### config.mk
export PLATFORM = sky130hd
export DESIGN_NAME = pipe_stage_reg
export DESIGN_NICKNAME = d
export VERILOG_FILES = /design/src/rtl/pipe_stage_reg.sv
export SDC_FILE = /design/constraint.sdc
export NUM_CORES = 1
export LEC_CHECK = 0
export ABC_AREA = 1
export CORE_AREA = 2 2 132 134
export CTS_CLUSTER_SIZE = 40
export DETAILED_ROUTE_END_ITERATION = 6
export DIE_AREA = 0 0 134 136
export GPL_ROUTABILITY_DRIVEN = 0
export PLACE_DENSITY_LB_ADDON = 0.25
export SLEW_MARGIN = 25
export SYNTH_ARGS = -nofsm -noshare
export SYNTH_HDL_FRONTEND = slang
export SYNTH_SLANG_ARGS = --single-unit
### constraint.sdc
create_clock -name clk -period 4 [get_ports clk]
set_input_delay 0.6 -clock clk [delete_from_list [all_inputs] [get_ports clk]]
set_output_delay 0.6 -clock clk [all_outputs]
set_load 0.05 [all_outputs]
### src/rtl/pipe_stage_reg.sv
// pipe_stage_reg: valid/ready pipeline register with sideband that tracks upstream through bubbles.
// Define PIPE_STAGE_SKID_EN for the two-entry skid buffer with registered in_ready.
module pipe_stage_reg #(
    parameter int DATA_W = 128,
    parameter int SIDE_W = 33,
    parameter logic [SIDE_W-1:0] RESET_SIDE = 33'h0_0000_3000
) (
    input  logic              clk,
    input  logic              reset,
    input  logic              flush,
    input  logic              in_valid,
    output logic              in_ready,
    input  logic [DATA_W-1:0] in_data,
    input  logic [SIDE_W-1:0] in_side,
    output logic              out_valid,
    input  logic              out_ready,
    output logic [DATA_W-1:0] out_data,
    output logic [SIDE_W-1:0] out_side,
    output logic [15:0]       stall_cnt
);
    typedef enum logic [1:0] {EMPTY, ONE, TWO} state_t;
    state_t state;
    logic acc, dlv;
    assign acc = in_valid & in_ready;
    assign dlv = out_valid & out_ready;
`ifdef PIPE_STAGE_SKID_EN
    logic              in_ready_r;
    logic [DATA_W-1:0] skid_data;
    logic [SIDE_W-1:0] skid_side;
    assign in_ready = in_ready_r;
`else
    assign in_ready = !out_valid | out_ready;
`endif
    always_ff @(posedge clk) begin
        if (!reset) begin
            state     <= EMPTY;
            out_valid <= 1'b0;
            out_data  <= '0;
            out_side  <= RESET_SIDE;
            stall_cnt <= '0;
`ifdef PIPE_STAGE_SKID_EN
            in_ready_r <= 1'b1;
            skid_data  <= '0;
            skid_side  <= '0;
`endif
        end else begin
            if (out_valid && !out_ready && stall_cnt != 16'hFFFF)
                stall_cnt <= stall_cnt + 16'd1;
            // Whenever main is empty the sideband follows upstream so EPC stays correct.
            if (flush) begin
                state     <= EMPTY;
                out_valid <= 1'b0;
                out_data  <= '0;
                out_side  <= in_side;
`ifdef PIPE_STAGE_SKID_EN
                in_ready_r <= 1'b1;
`endif
            end else begin
                case (state)
                    EMPTY: begin
                        out_valid <= acc;
                        out_data  <= acc ? in_data : '0;
                        out_side  <= in_side;
                        state     <= acc ? ONE : EMPTY;
                    end
                    ONE: begin
                        if (acc && dlv) begin
                            out_data <= in_data;
                            out_side <= in_side;
                        end else if (dlv) begin
                            out_valid <= 1'b0;
                            out_data  <= '0;
                            out_side  <= in_side;
                            state     <= EMPTY;
                        end
`ifdef PIPE_STAGE_SKID_EN
                        else if (acc) begin
                            skid_data  <= in_data;
                            skid_side  <= in_side;
                            in_ready_r <= 1'b0;
                            state      <= TWO;
                        end
`endif
                    end
`ifdef PIPE_STAGE_SKID_EN
                    TWO: if (dlv) begin
                        out_data   <= skid_data;
                        out_side   <= skid_side;
                        in_ready_r <= 1'b1;
                        state      <= ONE;
                    end
`endif
                    default: state <= EMPTY;
                endcase
            end
        end
    end
endmodule
==> flow_summary.yaml, run 1 <==
worst_setup_path:
  cp_slowest_cell: "clkdlybuf4s50_1"
  required_ps: 3400
  start_kind: "input pin"
  worstSetupPathType: "input pin to output port"
  arrival_ps: 2060
  crit_top_cell: "clkdlybuf4s50_1"
  rrSetupSlack_ps: 2070
  critPathCaptureType: "output port"
  crit_fanout: 3
  cpPeakStageDelay_ps: 860
  crit_chain: "clkdlybuf4s50_1, inv_1, nand2_4, clkdlybuf4s50_1"
drt:
  dr.pass1.iters: 4
  num_vias: 6920
  drt_iter0_drc: 419
  drc: 0
  drt_wl_total_um: 21200
  detail-route-antenna-nets: 0
  vias_per_cell: 4.90
  avgRoutedWirePerCell_um: 15.0
yosys:
  syn_area_sq_um: 6720
  ys_seq_elements: 178
  synthArstFlopShare_pct: 0
  synth_area_leader_cell: "dfxtp_1"
  postSynthAreaPerCell_sq_um: 7.72
  synth_top_area_share_pct: 53.1
  synthDistinctLibCells: 27
  synthTopCellsByCount: "dfxtp_1, nand2_1, nand3_1"
  syn-instance-count: 870
  synth.most_common_cell: "dfxtp_1"
  synth_flop_cell: "dfxtp_1"
  synth_seq_area_share_pct: 53.1
  synth_fp_nets: 1037
  synthTopCellsByArea: "dfxtp_1, nand3_1, a21oi_1, nand2_1, nor2_1"
  synth_edf_count: 0
  yosys_warnings: 0
global_routing:
  grt_overflow: 0
  antenna_found_initial: 0
  grt_max_degree: 96
  grt_use_total_pct: 22.3
  grt_first_pass_wirelength_um: 32300
  grt_pass1_vias: 6344
cells_and_area:
  area_delta_synth_final_pct: 60.5
  num-nets-final: 1340
  diodes: 0
  n_fill_cell: 1448
  design_area_sq_um: 10800
  final_layout_size_suffix_gt1_share_pct: 5.06
  final_util_pct: 63.9
die:
  rows: 48
  dieArea_sq_um: 18200
  initial_core_util_pct: 39.8
  pin_count: 345
  core_sq_um: 16900
  die_h_um: 136
  die_w_um: 134
power_and_ir_drop:
  power-per-cell-area_nw_per_um2: 382
  ir_worst_vdd_uv: 268
  power_leakage_nw: 3.97
timing:
  final.setup.tns_ps: 0
  finalSetupViolations: 0
  slew_violations: 0
  relSlewSlack_pct: 34.4
  fin_ws_ps: 1340
  rsz0062_at_grt: "false"
  fin_crit_ps: 2660
  fmax_mhz: 376
  finalCritPeriodShare_pct: 66.5
  skew_ps: 11.6
  holdWs_ps: 462
  worst_pin_slew_ps: 983
  hold_violations: 0
clocking:
  htreeDepth: 4
  postCtsSetupRepairBufs: 0
  clock_latency_ps: 430
  cts.sinks: 178
  clk_path_buf_depth: 2
  ctsResizeCount: 0
  cts_buffers: 17
  cts-root-buf: "clkbuf_16"
  cts_hold_buf: 0
  clkSlewWorstSetupHoldPaths_ps: 60
  cts_tree: "yes"
placement:
  dp_slack_ps: 1260
  io_buffers: 344
  place_area_sq_um: 10200
  dpl.hpwl_um: 14300
flow_run:
  max_cap_violations: 0
run_status:
  outcome: "complete, no violations"
hold_path:
  hp-class: "register to register"
## cell type report
class                      instances  area [sq um]  area share [%]
clock inverter                    14           129            1.20
inverter                          17          66.3           0.615
multi-input combinational        607          2780            25.8
tap                              225           282            2.61
timing repair buffer             352          3530            32.7
clock buffer                      18           439            4.07
sequential                       178          3560            33.0
## through the flow
stage	power, W	cells
2_1_floorplan	0.00223	870
3_3_place_gp	0.00254	1379
3_5_place_dp	0.00254	1379
4_1_cts	0.00416	1411
5_1_grt	0.00427	1411
6_report	0.00412	1411
## worst max-delay path: cells and delay by family
kind / cells / cell delay, ps
buf+inv: 3 / 1390
simple gates: 1 / 60
## routing by layer
metal | global-route usage (%) | share of wire, %
met3 | 7.64 | 6.9
met4 | 9.87 | 3.0
met1 | 24.8 | 40
met2 | 38.8 | 51
met5 | 0 | 0
## logic make-up (layout without fill, tap and decap cells)
logic type               Yosys count  count (layout)  share of synthesized area, %
AND/OR/NAND/NOR                  433             433                          28.1
AO/OA/AOI/OAI                    173             173                          13.0
buffers and inverters             85             401                          5.63
flip-flops                       178             178                          53.1
adder cells (fa/ha/maj)            1               1                         0.186
## report_power, final
part	internal (W)	leakage (nW)	total (W)	switching (W)
sequential	0.00183	1.45	0.00186	0.0000283
clock	0.000882	0.279	0.00162	0.000736
combinational	0.000281	2.24	0.000643	0.000362
## registers in the layout (all words and copies together) (netlist names)
register	cells
out_data	128
out_side	33
out_valid	1
stall_cnt	16
## final timing paths
kind | from | to | cells after the start
setup / recovery | out_ready | in_ready | 4
setup reg to reg | out_valid | out_data[6] | 6
hold / removal | out_data[39] | out_data[39] | 2
hold reg to reg | out_data[39] | out_data[39] | 2
## placed cells by master (no fill, tap or decap), types with 3 or more instances in the layout
cell type / n
clkdlybuf4s50_1: 343
dfxtp_1: 178
nand2_1: 168
nand3_1: 140
a21oi_1: 138
nor2_1: 104
o21ai_0: 31
clkbuf_16: 17
inv_1: 14
buf_4: 7
nor2_2: 4
nand3_2: 4
clkinv_2: 4
nand2_2: 3
nand4_1: 3
clkinv_4: 3
inv_6: 3
Note: power is estimated with default switching activity, not from simulation.
==> inputs of run 2 (changes only) <==
- CORE_AREA: 2 2 132 134 -> default
- CORE_ASPECT_RATIO: default -> 0.75
- CORE_UTILIZATION: default -> 36
- DIE_AREA: 0 0 134 136 -> default
- clock period: 4 -> 2.1 ns (I/O delays scaled with it)
==> run 2 against run 1 <==
Net effect:
- first-iteration DRC count up 16%
- sequential power increased by 90%
- power rose by 100%
- global-route usage fell by 0.42 points
- critical path depth shrank 3
- worst setup slack got worse by 1300 ps
- clock power is 120% higher
- register-to-register slack worse by 1600 ps
- count of clock-buffer cells in the layout is the same
- via count increased by 0.10%
- wire length is 0.29% higher
- highest routed layer unchanged
==> flow_summary.yaml, run 2 (same netlist as run 1, synthesis figures left out) <==
timing:
  finalSetupViolations: 0
  holdWs_ps: 335
  hold_violations: 0
  rsz0062_at_grt: "false"
  worst_pin_slew_ps: 580
  final.setup.tns_ps: 0
  finalCritPeriodShare_pct: 96.0
  skew_ps: 11.2
  fin_crit_ps: 2020
  fmax_mhz: 496
  relSlewSlack_pct: 61.2
  slew_violations: 0
drt:
  drt_wl_total_um: 21300
  num_vias: 6927
  dr.pass1.iters: 5
  detail-route-antenna-nets: 0
  drc: 0
  avgRoutedWirePerCell_um: 14.8
  drt_iter0_drc: 484
  vias_per_cell: 4.82
global_routing:
  antenna_found_initial: 1
  grt_overflow: 0
  grt_use_total_pct: 21.9
  grt_first_pass_wirelength_um: 33700
  grt_pass1_vias: 6432
  grt_max_degree: 64
cells_and_area:
  num-nets-final: 1349
  final_common_cell: "clkdlybuf4s50_1"
  layout_common_cells: "clkdlybuf4s50_1, dfxtp_1, nand2_1, nand3_1, a21oi_1"
  largest_register: "out_data"
  largest_register_ffs: 128
  design_area_sq_um: 11000
  diodes: 0
  top_regs: "out_data x128, out_side x33, stall_cnt x16"
  area_delta_synth_final_pct: 64.4
  final_layout_size_suffix_gt1_share_pct: 5.86
  final_util_pct: 61.4
worst_setup_path:
  ff2ff_path_depth: 6
  start_kind: "register"
  cp.buffers_inverters: 1
  cpPeakStageDelay_ps: 840
  path_delay_family: "buffers and inverters"
  critPathCaptureType: "output port"
  r2r_end: "stall_cnt[13]"
  crit_fanout: 5
  required_ps: 1780
  crit_chain: "clkdlybuf4s50_1"
  regToRegStartpoint: "stall_cnt[0]"
  rrSetupSlack_ps: 490
  worstSetupPathType: "register to output port"
  arrival_ps: 1700
  cp_slowest_cell: "clkdlybuf4s50_1"
clocking:
  ctsResizeCount: 0
  clk_path_buf_depth: 2
  cts.sinks: 178
  htreeDepth: 4
  cts_buffers: 17
  cts-root-buf: "clkbuf_16"
  postCtsSetupRepairBufs: 0
  clkSlewWorstSetupHoldPaths_ps: 70
  cts_tree: "yes"
  cts_hold_buf: 0
  clock_latency_ps: 420
power_and_ir_drop:
  power-per-cell-area_nw_per_um2: 756
  power_leakage_nw: 4.13
  ir_worst_vdd_uv: 464
  power_w: 0.00835
die:
  dieArea_sq_um: 19200
  pin_count: 345
  core_sq_um: 18000
  rows: 42
  die_w_um: 160
  die_h_um: 120
  initial_core_util_pct: 37.4
run_status:
  outcome: "complete, no violations"
placement:
  place_area_sq_um: 10400
  io_buffers: 344
  dpl.hpwl_um: 14700
hold_path:
  hp-class: "input pin to register"
  hold_start: "in_valid"
  worstHoldEndpoint: "out_data[104]"
  holdPathStages: 3
flow_run:
  max_cap_violations: 0
==> run 2: worst max path at each step <==
stage                        startpoint  depth (start not counted)       endpoint  slack (ps)
after floorplan            stall_cnt[0]                          7  stall_cnt[13]         290
after global placement        out_ready                          9   stall_cnt[7]         300
after detailed placement      out_ready                          9   stall_cnt[7]         290
after CTS                  stall_cnt[2]                          1   stall_cnt[2]          10
after global routing       stall_cnt[5]                          1   stall_cnt[5]          10
final                     stall_cnt[14]                          1  stall_cnt[14]          80
==> run 2: power breakdown <==
part           internal (W)  total [W]  switching, W
clock network       0.00217    0.00357       0.00140
registers           0.00348    0.00354     0.0000544
logic              0.000552    0.00125      0.000696
==> run 2: final cells by class <==
| cell class | count | area, sq um |
|---|---|---|
| fillers | 1635 | 6930 |
| repair buffers | 361 | 3670 |
| flip-flops and latches | 178 | 3560 |
| multi-input cells | 607 | 2780 |
| clock buffers | 18 | 439 |
| well taps | 242 | 303 |
| clock inverters | 14 | 223 |
| inverters | 17 | 66.3 |
==> run 2: per-layer routing <==
metal  part of all wire, %  vias to the layer above  GRT usage (%)
met2                    47                      236           36.4
met3                   7.5                       30           7.72
met5                     0                        -              0
met4                   2.2                        0           7.21
met1                    43                     3156           26.4
li1                      -                     3505              -
==> run 2: metrics by stage <==
stage	std cells	setup slack [ps]
finish	1437	83.8
global placement	1405	304
floorplan	870	293
detailed placement	1405	292
global route	1437	10.4
CTS	1437	14.5
==> inputs of run 3 (changes only) <==
- GPL_TIMING_DRIVEN: default -> 0
==> run 3 against run 2 <==
Net effect:
- die area is the same
- count of clock-buffer cells in the layout up 2
- clock power shrank 6.7%
- critical path depth did not move
- worst setup slack worse by 17 ps
- first-iteration DRC count rose by 19%
- sequential share of layout area down 0.055 points
- utilization grew 0.10 points
- critical path type unchanged
- largest cell class unchanged
==> flow_summary.yaml, run 3 (same netlist as run 1, synthesis figures left out) <==
worst_setup_path:
  required_ps: 1780
  arrival_ps: 1720
  r2r_end: "out_side[8]"
  worstSetupPathType: "register to output port"
  start_kind: "register"
  crit_chain: "clkdlybuf4s50_1"
  cp_slowest_cell: "clkdlybuf4s50_1"
  cp-startpoint: "stall_cnt[11]"
  endpoint: "stall_cnt[11]"
  rrSetupSlack_ps: 430
  crit_fanout: 5
  cp.depth: 1
  path_delay_family: "buffers and inverters"
  cp.buffers_inverters: 1
  cpPeakStageDelay_ps: 850
  regToRegStartpoint: "out_valid"
  ff2ff_path_depth: 6
  critPathCaptureType: "output port"
drt:
  dr.pass1.iters: 5
  drc: 0
  vias_per_cell: 4.93
  top_layer_used: "met4"
  wl_met2_um: 11000
  detail-route-antenna-nets: 0
  num_vias: 7317
  drt_wl_total_um: 23500
  avgRoutedWirePerCell_um: 15.8
  m1WireLength_um: 10100
  wl_met3_um: 1750
  drt_iter0_drc: 576
cells_and_area:
  area_delta_synth_final_pct: 64.7
  multi_input_area_sq_um: 2780
  fin_cells: 1485
  final_common_cell: "clkdlybuf4s50_1"
  design_area_sq_um: 11100
  diodes: 0
  layout_common_cells: "clkdlybuf4s50_1, dfxtp_1, nand2_1, nand3_1, a21oi_1"
  largest_register: "out_data"
  top_regs: "out_data x128, out_side x33, stall_cnt x16"
  n_fill_cell: 1649
  largest_register_ffs: 128
  seq_area_sq_um: 3560
  final_layout_size_suffix_gt1_share_pct: 7.00
  num-nets-final: 1398
timing:
  finalCritPeriodShare_pct: 96.8
  slew_violations: 0
  skew_ps: 10.1
  hold_violations: 0
  fmax_mhz: 492
  relSlewSlack_pct: 53.2
  rsz0062_at_grt: "false"
  worst_pin_slew_ps: 701
  fin_crit_ps: 2030
  finalSetupViolations: 0
clocking:
  clk_path_buf_depth: 2
  cts-root-buf: "clkbuf_16"
  cts_tree: "yes"
  htreeDepth: 4
  clkSlewWorstSetupHoldPaths_ps: 70
  cts_hold_buf: 0
  clock_latency_ps: 420
  cts_buffers: 17
  cts.sinks: 178
hold_path:
  hold_start: "in_valid"
  hp-class: "input pin to register"
global_routing:
  grt_use_total_pct: 24.0
  grt_first_pass_wirelength_um: 36200
  antenna_found_initial: 0
  grt_max_degree: 20
  grt_pass1_vias: 6821
  grt_overflow: 0
power_and_ir_drop:
  power_w: 0.00813
  power_leakage_nw: 4.15
  ir_worst_vdd_uv: 493
  power-per-cell-area_nw_per_um2: 735
placement:
  io_buffers: 343
  place_area_sq_um: 10500
  dp.cells: 1455
  dpl.hpwl_um: 17400
die:
  rows: 42
  die_h_um: 120
  core_sq_um: 18000
  dieArea_sq_um: 19200
  pin_count: 345
  die_w_um: 160
  initial_core_util_pct: 37.4
run_status:
  outcome: "complete, no violations"
flow_run:
  max_cap_violations: 0
-- run 3: cell count changes in the layout (fill, tap and decap cells not counted), sizes merged --
cell / delta
bufinv: -2
buf: +27
clkbuf: +23
inv: -1
clkdlybuf4s15: +1
-- run 3: timing repair --
item / 4_1_cts / 5_1_grt
buffers inserted: 0 / 0
resized for setup: 3 / 2
setup endpoints to repair: 1 / 2
-- run 3: how the worst min path moves through the flow --
stage | cells past startpoint | to | slack (ps)
after floorplan | 2 | out_side[12] | 430
after global placement | 2 | out_data[114] | 450
after detailed placement | 2 | out_data[18] | 450
after CTS | 3 | out_data[93] | 260
after global routing | 3 | out_data[94] | 270
final | 3 | out_data[93] | 260
-- run 3: layout make-up --
class	count	share of cell area, %
Buffer	67	2.81
Clock buffer	20	4.13
Clock inverter	11	1.36
Inverter	17	0.577
Multi-Input combinational cell	607	25.1
Sequential cell	178	32.2
Tap cell	242	2.74
Timing Repair Buffer	343	31.1
-- run 3: metal layers --
metal | global-route usage, % | vias up
met5 | 0 | -
met4 | 8.83 | 0
met3 | 7.89 | 38
met2 | 39.1 | 257
met1 | 29.5 | 3409
li1 | - | 3613
-- run 3: report_power, final --
group          switching [W]  total (W)  internal [W]  leakage, nW
sequential         0.0000557    0.00354       0.00348         1.45
clock                0.00139    0.00333       0.00195        0.299
combinational       0.000716    0.00126      0.000549         2.40
-- run 3: per-stage QoR --
step	setup WS (ps)	hold WS, ps	TNS, ps	util, %
6_report	67.0	265	0	61.5
5_1_grt	16.3	270	0	61.5
4_1_cts	8.49	259	0	61.5
3_5_place_dp	-445	454	-11100	58.2
3_3_place_gp	-456	451	-10140	58.2
2_1_floorplan	293	428	0	-
